--- src/rtl/video_axis_timer.sv ---
// One axis of a video raster timer: a wrapping position counter with a
// registered ACTIVE/FRONT/SYNC/BACK phase machine and a chainable wrap strobe.
module video_axis_timer #(
    parameter int WIDTH    = 16,
    parameter int ACTIVE   = 480,
    parameter int FRONT    = 10,
    parameter int SYNC     = 2,
    parameter int BACK     = 33,
    parameter bit SYNC_POL = 1'b0
) (
    input  logic             CLK25MHZ,
    input  logic             RST_N,
    input  logic             enable,
    output logic [WIDTH-1:0] count_value,
    output logic [1:0]       phase,
    output logic             sync,
    output logic             active,
    output logic             wrap
);

    localparam longint TOTAL = longint'(ACTIVE) + FRONT + SYNC + BACK;

    generate
        if (ACTIVE < 1 || FRONT < 1 || SYNC < 1 || BACK < 1) begin : g_bad_seg
            $error("video_axis_timer: every segment must be at least 1 count");
        end
        if (TOTAL > (longint'(1) << WIDTH)) begin : g_bad_total
            $error("video_axis_timer: period does not fit in WIDTH bits");
        end
    endgenerate

    localparam logic [WIDTH-1:0] LAST  = WIDTH'(TOTAL - 1);
    localparam logic [WIDTH-1:0] END_A = WIDTH'(ACTIVE - 1);
    localparam logic [WIDTH-1:0] END_F = WIDTH'(ACTIVE + FRONT - 1);
    localparam logic [WIDTH-1:0] END_S = WIDTH'(ACTIVE + FRONT + SYNC - 1);

    typedef enum logic [1:0] {
        PH_ACTIVE = 2'd0,
        PH_FRONT  = 2'd1,
        PH_SYNC   = 2'd2,
        PH_BACK   = 2'd3
    } phase_t;

    phase_t           state_q;
    phase_t           state_d;
    logic [WIDTH-1:0] count_d;
    logic             last;

    assign last  = (count_value == LAST);
    assign wrap  = enable & RST_N & last;
    assign phase = state_q;

    // Transitions fire on the last count of a segment so the new phase
    // lands on the same edge as the first count of the next segment.
    always_comb begin
        state_d = state_q;
        count_d = count_value;
        if (enable) begin
            count_d = last ? '0 : count_value + WIDTH'(1);
            unique case (state_q)
                PH_ACTIVE: if (count_value == END_A) state_d = PH_FRONT;
                PH_FRONT:  if (count_value == END_F) state_d = PH_SYNC;
                PH_SYNC:   if (count_value == END_S) state_d = PH_BACK;
                PH_BACK:   if (last)                 state_d = PH_ACTIVE;
                default:   state_d = PH_ACTIVE;
            endcase
        end
    end

    always_ff @(posedge CLK25MHZ) begin
        if (!RST_N) begin
            count_value <= '0;
            state_q     <= PH_ACTIVE;
            sync        <= ~SYNC_POL;
            active      <= 1'b1;
        end else begin
            count_value <= count_d;
            state_q     <= state_d;
            sync        <= (state_d == PH_SYNC) ? SYNC_POL : ~SYNC_POL;
            active      <= (state_d == PH_ACTIVE);
        end
    end

endmodule

--- config.mk ---
export PLATFORM = sky130hd
export DESIGN_NAME = video_axis_timer
export DESIGN_NICKNAME = d
export VERILOG_FILES = /design/src/rtl/video_axis_timer.sv
export SDC_FILE = /design/constraint.sdc
export NUM_CORES = 1
export LEC_CHECK = 0
export ABC_CLOCK_PERIOD_IN_PS = 1900
export BUFFER_PORTS_ARGS = -buffer_cell sky130_fd_sc_hd__clkbuf_2
export CAP_MARGIN = 20
export CORE_MARGIN = 4
export CORE_UTILIZATION = 40
export CTS_CLUSTER_DIAMETER = 60
export DETAILED_ROUTE_END_ITERATION = 12
export PLACE_DENSITY_LB_ADDON = 0.25
export REMOVE_ABC_BUFFERS = 1
export SLEW_MARGIN = 30
export SYNTH_ARGS = -nofsm -noshare
export SYNTH_HDL_FRONTEND = slang
export SYNTH_SLANG_ARGS = --single-unit
--- constraint.sdc ---
create_clock -name CLK25MHZ -period 1.9 [get_ports CLK25MHZ]
set_input_delay 0.285 -clock CLK25MHZ [delete_from_list [all_inputs] [get_ports CLK25MHZ]]
set_output_delay 0.285 -clock CLK25MHZ [all_outputs]
set_load 0.01 [all_outputs]
==> summary.md <==
| Metric | Value |
|---|---|
| Max Transition Viols Final | 0 |
| Final min period | 1.86 ns |
| Synth warn | 0 |
| Reg clk slew, reported paths | 0.11 ns |
| Setup ws final | ~0.044 ns |
| Leading post-synthesis cells by cell area | dfxtp_1 (40%), nor2_1 (8.3%), xor2_1 (7.9%) |
| Initial antenna violation count | 0 |
| Largest area contributor in the netlist | dfxtp_1 |
| Post-synth EDFFs | 0 |
| Clk buf depth | 2 |
| Post-synthesis sequential area ratio | 0.400 |
| Clk_lat worst skew | 0.30 ns |
| Setup Crit Path Kind | reg -> out |
| Multi-input gate area | 638 sq um |
| ANT cells | 0 |
| Critical Path RT | 1.62 ns |
| Fillcell total | 212 |
| Synth Area per Inst | 9.10 sq um |
| DR iter-0 viols | 19 |
| Worst vdd ir | 0.000518 V |
| Total power | ~0.75 mW |
| Distinct cells, synth | 30 |
| Die span in x | 58.0 um |
| Int Pwr | 0.576 mW |
| Gr ovfl total | 0 |
| Seq pwr share | 0.578 |
| MaxCap Viol Count | 0 |
| Cells along the critical path | buf_4 -> and4bb_2 -> nand4_1 -> nor2_1 -> and2_1 -> buf_2 |
| Initial Utilization | 0.436 |
| HPWL after DPL | 1680 um |
| Net switching power | 0.174 mW |
| Post-route cell area | 0.00134 sq mm |
| Final #Nets | 152 |
| I/O Buffers | 23 |
| Antenna-violating nets left | 0 |
| RSZ-0062 raised after global routing | yes |
| Core Footprint | 0.00230 sq mm |
| Area share of the largest cell type after synthesis | 0.400 |
| Vias per cell | 5.16 |
| Post-Route WL | 2330 um |
| CTS tree | built |
| Remaining DRCs | 0 |
| Seq cells post-synth | 20 |
| WP data arrival | 1.57 ns |
| Final setup viols | 0 |
| Gr usage total | 0.143 |
| Crit path max fanout | 5 |
| Leading cell types in the layout, fill and taps excluded | nor2_1 (22), clkbuf_2 (22), dfxtp_1 (15) |
| Hold Vio Cnt, Final | 0 |
| Slowest CP cell | dfxtp_1 |
| Vias | 893 |
| Final worst-path cycle share | 0.977 |
| WL/cell | 13.5 um |
| Hold Slack | 0.267 ns |
| FP Rows | 17 |
| H-tree depth | 1 |
| Net Sw Frac | 0.232 |
| Top Ports | 24 |
| GP Congestion | 0.748 |
| Gate power share | 0.097 |
| Power per cell area | 562 mW/mm^2 |
| First-pass GRT wire length | 3810 um |
| Mapped Area | 0.00100 sq mm |
| Vias in the first global route | between 800 and 900 |
| Cells after Synth | 110 |
| Clock skew | between 0.002 and 0.003 ns |
| Clk network pwr share | 0.325 |
| Crit end category | output port |
| Slowest stage delay, CP | between 0.3 and 0.4 ns |
| Clk sink count | 20 |
| Ys flop type | dfxtp_1 |
| Vert. Die Dim | 58.0 um |
| Die area | roughly 0.0034 sq mm |
| Reg area | 414 sq um |
| Least-Margin Pin Slew | approximately 0.38 ns |
| Placement Setup Slack | between 0.06 and 0.07 ns |
| Layout cells sized above 1 | 0.421 |
| Critical path startpoint category | flip-flop |
| Hold_buf cts | 0 |
| Maximum clock rate | 539 MHz |
| Status | finished clean |
| Dpl cell area | 0.00116 sq mm |
| Root buffer cell | clkbuf_4 |
| Slew margin rel. | 0.746 |
| LEAKAGE | 0.578 nW |
| Area Growth Syn to Fin | 33.4% |
| TritonCTS buffer count | 3 |
| Hold Path Class | in -> reg |
| Largest net degree at the start of global routing | 17 |
| Pre-antenna DRT Iters | 4 |
| Async S/R FF share, synth | 0 |
-- power by group through the flow --
stage / combinational, mW / clock [mW] / sequential [mW]
final: 0.0727 / 0.244 / 0.433
after global routing: 0.0799 / 0.278 / 0.435
after CTS: 0.0622 / 0.256 / 0.433
after detailed placement: 0.0503 / 0 / 0.447
after global placement: 0.0495 / 0 / 0.445
after floorplan: 0.0252 / 0 / 0.449
-- metrics by stage --
stage	cells	TNS (ns)	util
after CTS	172	0	0.542
after floorplan	108	0	-
after global placement	163	0	0.506
final	173	0	0.581
after global routing	173	-0.139	0.581
after detailed placement	163	0	0.506
-- what timing repair did --
item | 4_1_cts | 5_1_grt
buffers inserted | 5 | 1
resized for setup | 6 | 19
pin swaps | 4 | 8
setup endpoints to repair | 1 | 20
-- cells in the mapped netlist, drive strengths merged (3+ instances only) --
library cell / count
a31oi: 3
and3: 8
dfxtp: 20
ha: 3
inv: 4
nand2: 6
nand4: 7
nor2: 22
o21ai: 3
xnor2: 6
xor2: 9
-- cells by family after synthesis --
| logic type | after synthesis | share of synthesized area |
|---|---|---|
| AOI/OAI and AO/OA | 8 | 0.0475 |
| xor gates and xnor gates | 15 | 0.131 |
| adders and majority gates | 3 | 0.0375 |
| buffers and inverters | 6 | 0.0337 |
| DFF | 20 | 0.400 |
| muxes | 1 | 0.0100 |
| and+or+nand+nor | 57 | 0.340 |
-- path summary, 6_finish.rpt --
| kind | start | endpoint | slack, ns | cells past startpoint |
|---|---|---|---|---|
| worst max-delay path | count_value[6] | wrap | 0.04 | 6 |
| worst min-delay path | RST_N | phase[1] | 0.27 | 2 |
| worst max register to register | count_value[6] | sync | 0.09 | 9 |
| worst min register to register | count_value[13] | count_value[13] | 0.58 | 2 |
-- sequential cells by signal, summed over array words and instances (netlist names) --
name and cells:
count_value 16, active 1, sync 1, phase 2
-- layout make-up --
cell class / count / share of cell area
multi-input cells: 84 / 0.478
repair buffers: 33 / 0.145
well taps: 28 / 0.0262
flip-flops and latches: 20 / 0.310
clock buffers: 4 / 0.0272
inverters: 4 / 0.0131
-- routing by layer --
| metal | track usage | share of wire | vias up |
|---|---|---|---|
| li1 | - | - | 453 |
| met1 | 0.173 | 0.46 | 419 |
| met2 | 0.244 | 0.49 | 19 |
| met3 | 0.0490 | 0.045 | 2 |
| met4 | 0.0298 | 0.0034 | 0 |
| met5 | 0 | 0 | - |
-- worst max-delay path, delay by kind of cell (launching register included) --
kind	cells	cell delay [ns]
AND/OR/NAND/NOR	4	0.68
flip-flops	1	0.32
buffers and inverters	2	0.27
No activity file was read; power rests on OpenSTA's default activity.
